==> src/rtl/ena_stream_fifo_if.sv <==
// Valid/ready stream bundle between the rotate stage, the FIFO and its consumer.
interface ena_stream_fifo_if #(
    parameter int unsigned WIDTH = 16
);
    logic [WIDTH-1:0] bus_in;
    logic             ena_in;
    logic [WIDTH-1:0] bus_out;
    logic             valid_out;
    logic             ready_in;

    // FIFO side: accepts pushes, presents the head word
    modport slave (
        input  bus_in,
        input  ena_in,
        input  ready_in,
        output bus_out,
        output valid_out
    );

    // Environment side: drives pushes and consumer ready
    modport master (
        output bus_in,
        output ena_in,
        output ready_in,
        input  bus_out,
        input  valid_out
    );
endinterface

==> src/rtl/ena_stream_fifo.sv <==
// First-word-fall-through FIFO that turns the ena-qualified rotate output into a
// valid/ready stream; pushes arriving while full are dropped and flagged in ovf.
module ena_stream_fifo #(
    parameter int unsigned WIDTH = 16,
    parameter int unsigned DEPTH = 8,
    localparam int unsigned LW   = $clog2(DEPTH) + 1
) (
    input  logic                 clk,
    input  logic                 rst_n,
    ena_stream_fifo_if.slave     s,
    output logic [LW-1:0]        level,
    output logic                 full,
    output logic                 ovf,
    input  logic                 ovf_clr
);
    localparam int unsigned PW = $clog2(DEPTH);

    logic [WIDTH-1:0] mem_q [DEPTH];
    logic [PW-1:0]    wr_ptr_q, wr_ptr_d;
    logic [PW-1:0]    rd_ptr_q, rd_ptr_d;
    logic [LW-1:0]    level_q, level_d;
    logic [WIDTH-1:0] bus_out_q, bus_out_d;
    logic             valid_q, valid_d;
    logic             full_q, full_d;
    logic             ovf_q, ovf_d;

    logic pop_c;
    logic push_acc_c;

    // A pop on a full FIFO frees the slot the same cycle
    always_comb begin
        pop_c      = valid_q & s.ready_in;
        push_acc_c = s.ena_in & ((level_q != LW'(DEPTH)) | pop_c);
    end

    always_comb begin
        wr_ptr_d  = wr_ptr_q;
        rd_ptr_d  = rd_ptr_q;
        level_d   = level_q;
        bus_out_d = bus_out_q;
        ovf_d     = ovf_q;

        if (push_acc_c) begin
            wr_ptr_d = wr_ptr_q + PW'(1);
        end
        if (pop_c) begin
            rd_ptr_d = rd_ptr_q + PW'(1);
        end
        level_d = level_q + LW'(push_acc_c) - LW'(pop_c);

        // Head register: incoming word when it becomes the head, else next stored word
        if (push_acc_c && (level_q == LW'(pop_c))) begin
            bus_out_d = s.bus_in;
        end else if (pop_c && (level_q > LW'(1))) begin
            bus_out_d = mem_q[rd_ptr_q + PW'(1)];
        end

        // A dropped push wins over a clear in the same cycle
        if (s.ena_in && !push_acc_c) begin
            ovf_d = 1'b1;
        end else if (ovf_clr) begin
            ovf_d = 1'b0;
        end

        valid_d = (level_d != LW'(0));
        full_d  = (level_d == LW'(DEPTH));
    end

    always_ff @(posedge clk) begin
        if (!rst_n) begin
            wr_ptr_q  <= '0;
            rd_ptr_q  <= '0;
            level_q   <= '0;
            bus_out_q <= '0;
            valid_q   <= 1'b0;
            full_q    <= 1'b0;
            ovf_q     <= 1'b0;
        end else begin
            wr_ptr_q  <= wr_ptr_d;
            rd_ptr_q  <= rd_ptr_d;
            level_q   <= level_d;
            bus_out_q <= bus_out_d;
            valid_q   <= valid_d;
            full_q    <= full_d;
            ovf_q     <= ovf_d;
        end
    end

    // Storage is not reset
    always_ff @(posedge clk) begin
        if (rst_n && push_acc_c) begin
            mem_q[wr_ptr_q] <= s.bus_in;
        end
    end

    assign s.bus_out   = bus_out_q;
    assign s.valid_out = valid_q;
    assign level       = level_q;
    assign full        = full_q;
    assign ovf         = ovf_q;
endmodule
==> src/flat_wrapper.sv <==
// flat-port wrapper written by rule: the top's interface ports become plain ports
module ena_stream_fifo_flat 
#(
    parameter int unsigned WIDTH = 16,
    parameter int unsigned DEPTH = 8,
    localparam int unsigned LW   = $clog2(DEPTH) + 1
)
  (clk, rst_n, level, full, ovf, ovf_clr, s_bus_in, s_ena_in, s_ready_in, s_bus_out, s_valid_out);
  ena_stream_fifo_if #(.WIDTH(WIDTH)) s_i ();
  input  logic clk;
  input  logic rst_n;
  output logic [LW-1:0] level;
  output logic full;
  output logic ovf;
  input  logic ovf_clr;
  input wire logic [$bits(s_i.bus_in)-1:0] s_bus_in;
  input wire logic [$bits(s_i.ena_in)-1:0] s_ena_in;
  input wire logic [$bits(s_i.ready_in)-1:0] s_ready_in;
  output wire logic [$bits(s_i.bus_out)-1:0] s_bus_out;
  output wire logic [$bits(s_i.valid_out)-1:0] s_valid_out;
  assign s_i.bus_in = s_bus_in;
  assign s_i.ena_in = s_ena_in;
  assign s_i.ready_in = s_ready_in;
  assign s_bus_out = s_i.bus_out;
  assign s_valid_out = s_i.valid_out;
  ena_stream_fifo #(.WIDTH(WIDTH), .DEPTH(DEPTH)) u_core (.clk(clk), .rst_n(rst_n), .s(s_i), .level(level), .full(full), .ovf(ovf), .ovf_clr(ovf_clr));
endmodule
==> config.mk <==
export PLATFORM = sky130hd
export DESIGN_NAME = ena_stream_fifo_flat
export DESIGN_NICKNAME = d
export VERILOG_FILES = /design/src/rtl/ena_stream_fifo_if.sv /design/src/rtl/ena_stream_fifo.sv /design/src/flat_wrapper.sv
export SDC_FILE = /design/constraint.sdc
export NUM_CORES = 1
export LEC_CHECK = 0
export BUFFER_PORTS_ARGS = -buffer_cell sky130_fd_sc_hd__buf_2
export CORE_MARGIN = 10
export CORE_UTILIZATION = 55
export CTS_CLUSTER_DIAMETER = 200
export DETAILED_ROUTE_END_ITERATION = 10
export GPL_TIMING_DRIVEN = 0
export HOLD_SLACK_MARGIN = 0.05
export PLACE_DENSITY_LB_ADDON = 0.2
export SLEW_MARGIN = 20
export SYNTH_ARGS = -nofsm -noshare
export SYNTH_HDL_FRONTEND = slang
export SYNTH_SLANG_ARGS = --single-unit
==> constraint.sdc <==
create_clock -name clk -period 3.8 [get_ports clk]
set_input_delay 0.76 -clock clk [delete_from_list [all_inputs] [get_ports clk]]
set_output_delay 0.76 -clock clk [all_outputs]
set_load 0.01 [all_outputs]
==> impl_metrics.ini <==
[setup_path]
path_class = register to register
crit_family = adder cells
r2r_start = u_core.level[2]$_SDFF_PN0_
start_kind = register
required_ns = 4.09
cp_max_fo = 4
cpMaxStageDelayCell = or3b_1
worst-path-buf-inv = 2
worstPathArrival_ns = 3.00
max_stage_delay_ns = 0.40
startpoint = u_core.level[2]$_SDFF_PN0_
worstPathCellList = inv_1 -> ha_1 -> or3b_1 -> o21ai_0 -> inv_1 -> ha_1 -> fa_1 -> xor2_1 -> nor3_1 -> a21boi_0
cp-end-kind = register

[grt]
grt_max_degree = 17
grt_first_pass_wirelength_um = 21500
antenna_found_initial = 0
grt_util_all_layers = 0.177
grt_pass1_vias = 3733
grt_overflow = 0

[die]
die_h_um = 127
die_w_um = 127
initial_core_util = 0.558
core_area_sq_um = 11400
std_cell_rows = 39
ioPinCount = 44
die_area_sq_um = 16200

[power]
powerDensity_nw_per_um2 = 652
sequentialPowerShare = 0.430
max-vdd-ir-drop_mv = 0.364
p_int_uw = 3500
clock_power_share = 0.327
switching_share = 0.280
p_switching_uw = 1360
combPwrFrac = 0.243
cellLeakagePower_uw = 0.00267

[synth]
ys_warn_count = 0
syn_nets = 403
synth_area_per_cell_sq_um = 17.0
ys_seq_area_frac = 0.697
synth_area_leaders = edfxtp_1 (61%), dfxtp_1 (9.1%), mux4_2 (7.1%)
netlist_instances = 373
ys_seq_elements = 157
synth.distinct_cells = 42
synth_ff_type = edfxtp_1
yosys.area.top_type = edfxtp_1
synth_edf_count = 128
yosysTopAreaCellShare = 0.606
syn_area_sq_um = 6350
ys_async_sr_fraction = 0

[drt]
via_count = 3610
wl_per_cell_um = 22.8
dr.pass1.iters = 7
drc = 0
totalWireLength_um = 13800
antenna_left = 0
vias_per_cell = 5.98
drt_iter0_markers = 300

[timing]
hold_slack_ns = 0.501
finalSetupTns_ns = 0
rsz0062_at_grt = false
tightest_slew_ns = 0.707
fmax_mhz = 368
hold_viol_final = 0
slew-limit-headroom = 0.526
setup_viol = 0
fin_skew_ns = 0.00674
fin_crit_ns = 2.71
min_period_over_period = 0.714
final_max_slew_viol_count = 0

[final_layout]
drive_above_1_share = 0.286
seq_area_sq_um = 4420
multi_input_area_sq_um = 1760
final_cell_area_sq_um = 7460
syn_to_final_growth_pct = 17.6
fillCellCount = 791
diodes = 0
mostFrequentLayoutCell = edfxtp_1
final_cell_mix = edfxtp_1 (128), buf_2 (46), nand2_1 (32)
fin_nets = 478

[status]
status = completed

[placed_design]
place_area_sq_um = 6900
routabilityCongestion = 0.789
port_buffers = 42
dpl.hpwl_um = 9090

[cts]
clock_latency_ns = 0.42
cts_tree = built
cts_buffers = 17
cts_resized = 0
clock-sinks = 157
postCtsHoldBufs = 0
clk_pin_slew_ns = 0.06
htree_levels = 4
cts_root_buffer = clkbuf_16
cts_buffer_depth = 2
postCtsSetupRepairBufs = 0

[min_path]
min-delay-start = u_core.wr_ptr_q[0]$_SDFFE_PN0N_
hold_class = register to register

[flow_run]
maxCapViolations = 0
==> power by group through the flow <==
stage / clock network [uW] / logic (uW) / registers [uW]
2_1_floorplan: 0 / 742 / 2160
3_3_place_gp: 0 / 1130 / 2120
3_5_place_dp: 0 / 1180 / 2130
4_1_cts: 1610 / 1190 / 2090
6_report: 1590 / 1180 / 2090
5_1_grt: 1680 / 1290 / 2100
==> cells by family after synthesis <==
| family | after synthesis | synth area share |
|---|---|---|
| fa+ha+maj | 9 | 0.0189 |
| compound gates | 36 | 0.0408 |
| mux | 32 | 0.121 |
| simple gates | 102 | 0.0798 |
| xor+xnor | 7 | 0.0108 |
| flops | 157 | 0.697 |
| buf+inv | 30 | 0.0319 |
==> synth_stat cells (2+ instances only) <==
master / number
and3_1: 11
and2_1: 5
a21boi_0: 5
buf_6: 5
mux4_1: 12
clkbuf_1: 4
o211ai_1: 2
o41ai_2: 4
nand3_1: 6
edfxtp_1: 128
mux4_2: 20
xnor2_1: 5
nand2_1: 32
inv_1: 9
ha_1: 8
clkbuf_8: 4
nor2b_1: 3
dfxtp_1: 29
nor3_1: 33
o21ai_0: 18
nor2_1: 6
buf_2: 4
==> worst paths after layout <==
path / to / slack [ns] / cells past startpoint
max: u_core.s.valid_out$_SDFF_PN0_ / 1.09 / 10
min: u_core.wr_ptr_q[0]$_SDFFE_PN0N_ / 0.50 / 2
max reg2reg: u_core.s.valid_out$_SDFF_PN0_ / 1.09 / 10
min reg2reg: u_core.wr_ptr_q[0]$_SDFFE_PN0N_ / 0.50 / 2
==> metrics by stage <==
step	power (uW)	util	setup slack [ns]	std cells
after floorplan	2900	-	0.828	373
after global placement	3260	0.592	-0.779	558
after detailed placement	3300	0.607	0.699	572
after CTS	4890	0.656	1.11	604
after global routing	5080	0.656	0.916	604
final	4860	0.656	1.09	604
==> routing by layer <==
layer,GRT usage,routed length [um]
met1,0.234,6030
met2,0.274,6640
met3,0.0434,873
met4,0.0723,210
met5,0,0
==> flip-flops by register name, indices dropped and copies added (netlist names) <==
name	cells
u_core.mem_q	128
u_core.s.bus_out	16
u_core.level	4
u_core.rd_ptr_q	3
u_core.wr_ptr_q	3
u_core.full	1
u_core.ovf	1
u_core.s.valid_out	1
==> worst min-delay path, stage by stage, from the launching register on <==
cell and delay [ns]:
dfxtp_1 0.33, nand2_1 0.06, a21boi_0 0.06
==> layout make-up <==
type / instances / area share
Clock buffer: 25 / 0.0664
Tap cell: 143 / 0.0240
Timing Repair Buffer: 56 / 0.0458
Sequential cell: 157 / 0.593
Clock inverter: 7 / 0.00855
Buffer: 20 / 0.0221
Multi-Input combinational cell: 186 / 0.235
Inverter: 10 / 0.00503
Note: power is estimated with default switching activity, not from simulation.
